==> src/rtl/edge_sync_pkg.sv <==
// Shared helpers for the edge_sync_filter slice: counter sizing and parameter legality checks.
`ifndef EDGE_SYNC_PKG_SV
`define EDGE_SYNC_PKG_SV

`define EDGE_SYNC_SYNC_OK(S)   ((S) >= 2)
`define EDGE_SYNC_FILTER_OK(F) ((F) >= 1)

package edge_sync_pkg;

  // The counter only ever reaches FILTER_LEN-1, so $clog2(FILTER_LEN) bits suffice (min 1).
  function automatic int cntWidth(input int filter_len);
    int w;
    w = $clog2(filter_len);
    return (w < 1) ? 1 : w;
  endfunction

endpackage

`endif

==> src/rtl/edge_sync_chan.sv <==
// One channel: synchroniser chain, stability filter, registered level and edge pulses.
module edge_sync_chan
  import edge_sync_pkg::*;
#(
  parameter int   SYNC_STAGES = 2,
  parameter int   FILTER_LEN  = 1,
  parameter logic RESET_VAL   = 1'b0
) (
  input  logic clk,
  input  logic reset,
  input  logic en,
  input  logic in,
  output logic out,
  output logic rise,
  output logic fall
);

  localparam int            CW       = cntWidth(FILTER_LEN);
  localparam logic [CW-1:0] CNT_LAST = CW'(FILTER_LEN - 1);

  (* ASYNC_REG = "TRUE" *) logic [SYNC_STAGES-1:0] sync_q;
  logic [SYNC_STAGES-1:0] sync_d;
  logic                   syncd;

  logic          out_q, out_d;
  logic          rise_q, rise_d;
  logic          fall_q, fall_d;
  logic [CW-1:0] cnt_q, cnt_d;

  always_comb begin
    sync_d = {sync_q[SYNC_STAGES-2:0], in};
  end

  assign syncd = sync_q[SYNC_STAGES-1];

  // A change is accepted only after FILTER_LEN consecutive enabled disagreeing samples.
  always_comb begin
    out_d  = out_q;
    cnt_d  = cnt_q;
    rise_d = 1'b0;
    fall_d = 1'b0;
    if (en) begin
      if (syncd == out_q) begin
        cnt_d = '0;
      end else if (cnt_q == CNT_LAST) begin
        out_d  = syncd;
        cnt_d  = '0;
        rise_d = syncd;
        fall_d = ~syncd;
      end else begin
        cnt_d = cnt_q + CW'(1);
      end
    end
  end

  always_ff @(posedge clk) begin
    if (reset) begin
      sync_q <= {SYNC_STAGES{RESET_VAL}};
      out_q  <= RESET_VAL;
      cnt_q  <= '0;
      rise_q <= 1'b0;
      fall_q <= 1'b0;
    end else begin
      sync_q <= sync_d;
      out_q  <= out_d;
      cnt_q  <= cnt_d;
      rise_q <= rise_d;
      fall_q <= fall_d;
    end
  end

  assign out  = out_q;
  assign rise = rise_q;
  assign fall = fall_q;

endmodule

==> src/rtl/edge_sync_filter.sv <==
// Multi-channel async input conditioner: WIDTH independent sync/debounce/edge channels
// plus a combined any-edge indication.
module edge_sync_filter
  import edge_sync_pkg::*;
#(
  parameter int               WIDTH       = 1,
  parameter int               SYNC_STAGES = 2,
  parameter int               FILTER_LEN  = 1,
  parameter logic [WIDTH-1:0] RESET_VAL   = '0
) (
  input  logic             clk,
  input  logic             reset,
  input  logic             en,
  input  logic [WIDTH-1:0] in,
  output logic [WIDTH-1:0] out,
  output logic [WIDTH-1:0] rise,
  output logic [WIDTH-1:0] fall,
  output logic             anyEdge
);

  if (!`EDGE_SYNC_SYNC_OK(SYNC_STAGES)) begin : g_bad_sync
    $error("edge_sync_filter: SYNC_STAGES must be >= 2");
  end
  if (!`EDGE_SYNC_FILTER_OK(FILTER_LEN)) begin : g_bad_filter
    $error("edge_sync_filter: FILTER_LEN must be >= 1");
  end

  for (genvar i = 0; i < WIDTH; i++) begin : g_chan
    edge_sync_chan #(
      .SYNC_STAGES(SYNC_STAGES),
      .FILTER_LEN (FILTER_LEN),
      .RESET_VAL  (RESET_VAL[i])
    ) u_chan (
      .clk  (clk),
      .reset(reset),
      .en   (en),
      .in   (in[i]),
      .out  (out[i]),
      .rise (rise[i]),
      .fall (fall[i])
    );
  end

  // Combinational OR of flop outputs only, so it stays glitch-tolerant for downstream logic.
  assign anyEdge = |(rise | fall);

endmodule

==> config.mk <==
export PLATFORM = sky130hd
export DESIGN_NAME = edge_sync_filter
export DESIGN_NICKNAME = d
export VERILOG_FILES = /design/src/rtl/edge_sync_pkg.sv /design/src/rtl/edge_sync_chan.sv /design/src/rtl/edge_sync_filter.sv
export SDC_FILE = /design/constraint.sdc
export NUM_CORES = 1
export LEC_CHECK = 0
export ABC_AREA = 1
export BUFFER_PORTS_ARGS = -buffer_cell sky130_fd_sc_hd__clkbuf_2
export CAP_MARGIN = 20
export CORE_AREA = 2 2 39 41
export DETAILED_ROUTE_END_ITERATION = 10
export DIE_AREA = 0 0 41 43
export PLACE_DENSITY = 0.3
export SETUP_SLACK_MARGIN = 0.05
export SKIP_LAST_GASP = 1
export SLEW_MARGIN = 20
export SYNTH_ARGS = -nofsm -noshare
export SYNTH_HDL_FRONTEND = slang
export SYNTH_SLANG_ARGS = --single-unit
export TNS_END_PERCENT = 50
==> constraint.sdc <==
create_clock -name clk -period 1.1 [get_ports clk]
set_input_delay 0.165 -clock clk [delete_from_list [all_inputs] [get_ports clk]]
set_output_delay 0.165 -clock clk [all_outputs]
set_load 0.05 [all_outputs]
==> results.py <==
metrics = {
    "status": {
        "status": "finished with violations",
        "violations": "setup timing",
    },
    "timing": {
        "finalClockSkew_ps": 3.23,
        "timing.hold.ws_ps": 112,
        "worst_slew_pin_slew_ps": 276,
        "fmax_ghz": 0.903,
        "slew_headroom": 0.817,
        "hold_viol_final": 0,
        "timing.final.ws_setup_ps": -7.66,
        "slew_viol_final": 0,
        "fin_tns_setup_ps": -7.66,
        "period_share": 1.01,
        "rsz0062_at_grt": "yes",
        "fin_crit_ps": 1110,
        "setup_viol": 1,
    },
    "critical_path": {
        "crit_path_start": "g_chan[0].u_chan.fall",
        "required_ps": 940,
        "reg2reg_depth": 3,
        "endpoint_kind": "output port",
        "crit_fanout": 2,
        "cp-start-kind": "register",
        "timing.reg2reg.setup_slack_ps": 400,
        "critical_path_class": "reg -> out",
        "crit_end": "anyEdge",
        "timing.rr.end": "g_chan[0].u_chan.out",
        "r2r-start": "g_chan[0].u_chan.out",
        "worstPathArrival_ps": 940,
    },
    "routing": {
        "vias": 157,
        "dr.pass1.iters": 2,
        "routed_wl_um": 314,
        "ant_nets": 0,
        "post_drt_wl_per_cell_um": 6.54,
        "drt_iter0_drc": 4,
        "drc": 0,
        "vias_per_cell": 3.27,
    },
    "worst_hold_path": {
        "hp-class": "in -> reg",
        "whs_path_depth": 3,
    },
    "clock_network": {
        "cts_buffer_depth": 2,
        "cts-root-buf": "clkbuf_4",
        "cts_sinks": 5,
        "postCtsSetupRepairBufs": 0,
        "path_clk_slew_ps": 40,
        "cts_max_level": 1,
        "clk_latency_ps": 240,
        "cts_tree": "yes",
        "cts_inserted_buffers": 3,
        "cts_hold_buf": 0,
    },
    "synthesis": {
        "seq_area_frac_synth": 0.584,
        "synth_warnings": 0,
        "synth_nets": 25,
        "netlist_top_cells_area": "dfxtp_1 58%, inv_1 11%, nand2_1 11%",
        "yosys.area.top_type": "dfxtp_1",
        "syn_area_um2": 171,
        "synth_top_cell_area_share": 0.584,
        "yosys.cell_types.count": 7,
        "syn_area_per_cell_um2": 8.16,
        "async_reset_ff_frac": 0,
        "synthTopCellsByCount": "5 x dfxtp_1, 5 x inv_1, 5 x nand2_1",
        "syn_inst": 21,
        "ys_ff_latch": 5,
        "ys.flop_type": "dfxtp_1",
        "synth_edf_count": 0,
    },
    "job": {
        "maxCapViolations": 0,
    },
    "power_and_ir_drop": {
        "power_uw": 432,
        "vdd_drop_max_mv": 0.401,
        "power.leakage_nw": 0.141,
        "powerDensity_nw_per_um2": 1610,
    },
    "layout": {
        "syn_to_final_growth_pct": 56.2,
        "n_fill_cell": 152,
        "final_cells": 48,
        "regArea_um2": 103,
        "nets": 37,
        "n_antenna_cell": 0,
        "drive_gt1_frac": 0.438,
        "multi_input_area_um2": 55.1,
    },
    "floorplan": {
        "die_area_um2": 1760,
        "row_count": 14,
        "die_h_um": 43,
        "start_util": 0.124,
        "die_x_um": 41,
        "fp.coreArea_um2": 1380,
        "io_pins": 8,
    },
    "placed_design": {
        "post-place-cells": 44,
        "gp_congestion": 0.658,
        "portBuffers": 7,
        "dpl_worst_slack_ps": 125,
    },
    "global_route": {
        "use_met1": 0.0419,
        "met2_usage": 0.0531,
        "grt_pass1_wl_um": 496,
        "grt_pass1_vias": 133,
        "gr-max-usage-layer": "met3",
        "grt_usage": 0.0543,
        "overflow": 0,
        "grt_max_degree": 5,
        "antenna_found_initial": 0,
        "met3_usage": 0.0942,
    },
}
[what timing repair did]
action                     4_1_cts  5_1_grt
gates resized for setup          3        1
setup endpoints to repair        2        2
pin swaps                        0        0
[cell type report]
class                   count  area share
clock buffers               4      0.0981
inverters                   5      0.0701
flip-flops and latches      5       0.383
repair buffers              7       0.168
well taps                  16      0.0748
multi-input cells          11       0.206
[kinds of logic (layout without fill, tap and decap cells)]
logic type | after synthesis | in the layout | share of synthesized area
buf+inv | 5 | 16 | 0.110
flops | 5 | 5 | 0.584
simple gates | 11 | 11 | 0.307
[critical path, stage by stage, from the launching register on]
cell and delay, ps:
dfxtp_2 310, or2_4 240, buf_8 150
[stage by stage]
step | area (um^2) | utilization
final | 268 | 0.193
after global routing | 268 | 0.193
after CTS | 267 | 0.193
after detailed placement | 229 | 0.165
after global placement | 229 | 0.165
after floorplan | 174 | -
[where the power goes]
| part | internal, mW | switching (mW) |
|---|---|---|
| clock | 0.137 | 0.0735 |
| sequential | 0.187 | 0.00311 |
| combinational | 0.0116 | 0.0196 |
| total | 0.336 | 0.0961 |
[cells in the final DEF, fill, tap and decap left out]
master	n
clkbuf_2	6
inv_1	5
nand2_1	5
nor2_1	3
clkbuf_4	3
dfxtp_1	3
dfxtp_2	2
or2_4	1
nor3_2	1
nand4_1	1
clkbuf_1	1
buf_8	1
[metal layers]
| metal | vias up | wire, um | share of wire |
|---|---|---|---|
| li1 | 82 | - | - |
| met1 | 63 | 139 | 0.44 |
| met2 | 12 | 114 | 0.36 |
| met3 | 0 | 60 | 0.19 |
| met4 | 0 | 0 | 0 |
| met5 | - | 0 | 0 |
[worst min path at each step]
| stage | slack (ps) | from | endpoint |
|---|---|---|---|
| after floorplan | 240 | reset | g_chan[0].u_chan.sync_q[0] |
| after global placement | 360 | in | g_chan[0].u_chan.sync_q[0] |
| after detailed placement | 360 | in | g_chan[0].u_chan.sync_q[0] |
| after CTS | 100 | in | g_chan[0].u_chan.sync_q[0] |
| after global routing | 110 | in | g_chan[0].u_chan.sync_q[0] |
| final | 110 | in | g_chan[0].u_chan.sync_q[0] |
[registers in the layout, indices dropped and copies added, names as in the netlist]
name	count
g_chan.u_chan.sync_q	2
g_chan.u_chan.rise	1
g_chan.u_chan.fall	1
g_chan.u_chan.out	1
Power figures use the tool's default switching activity.
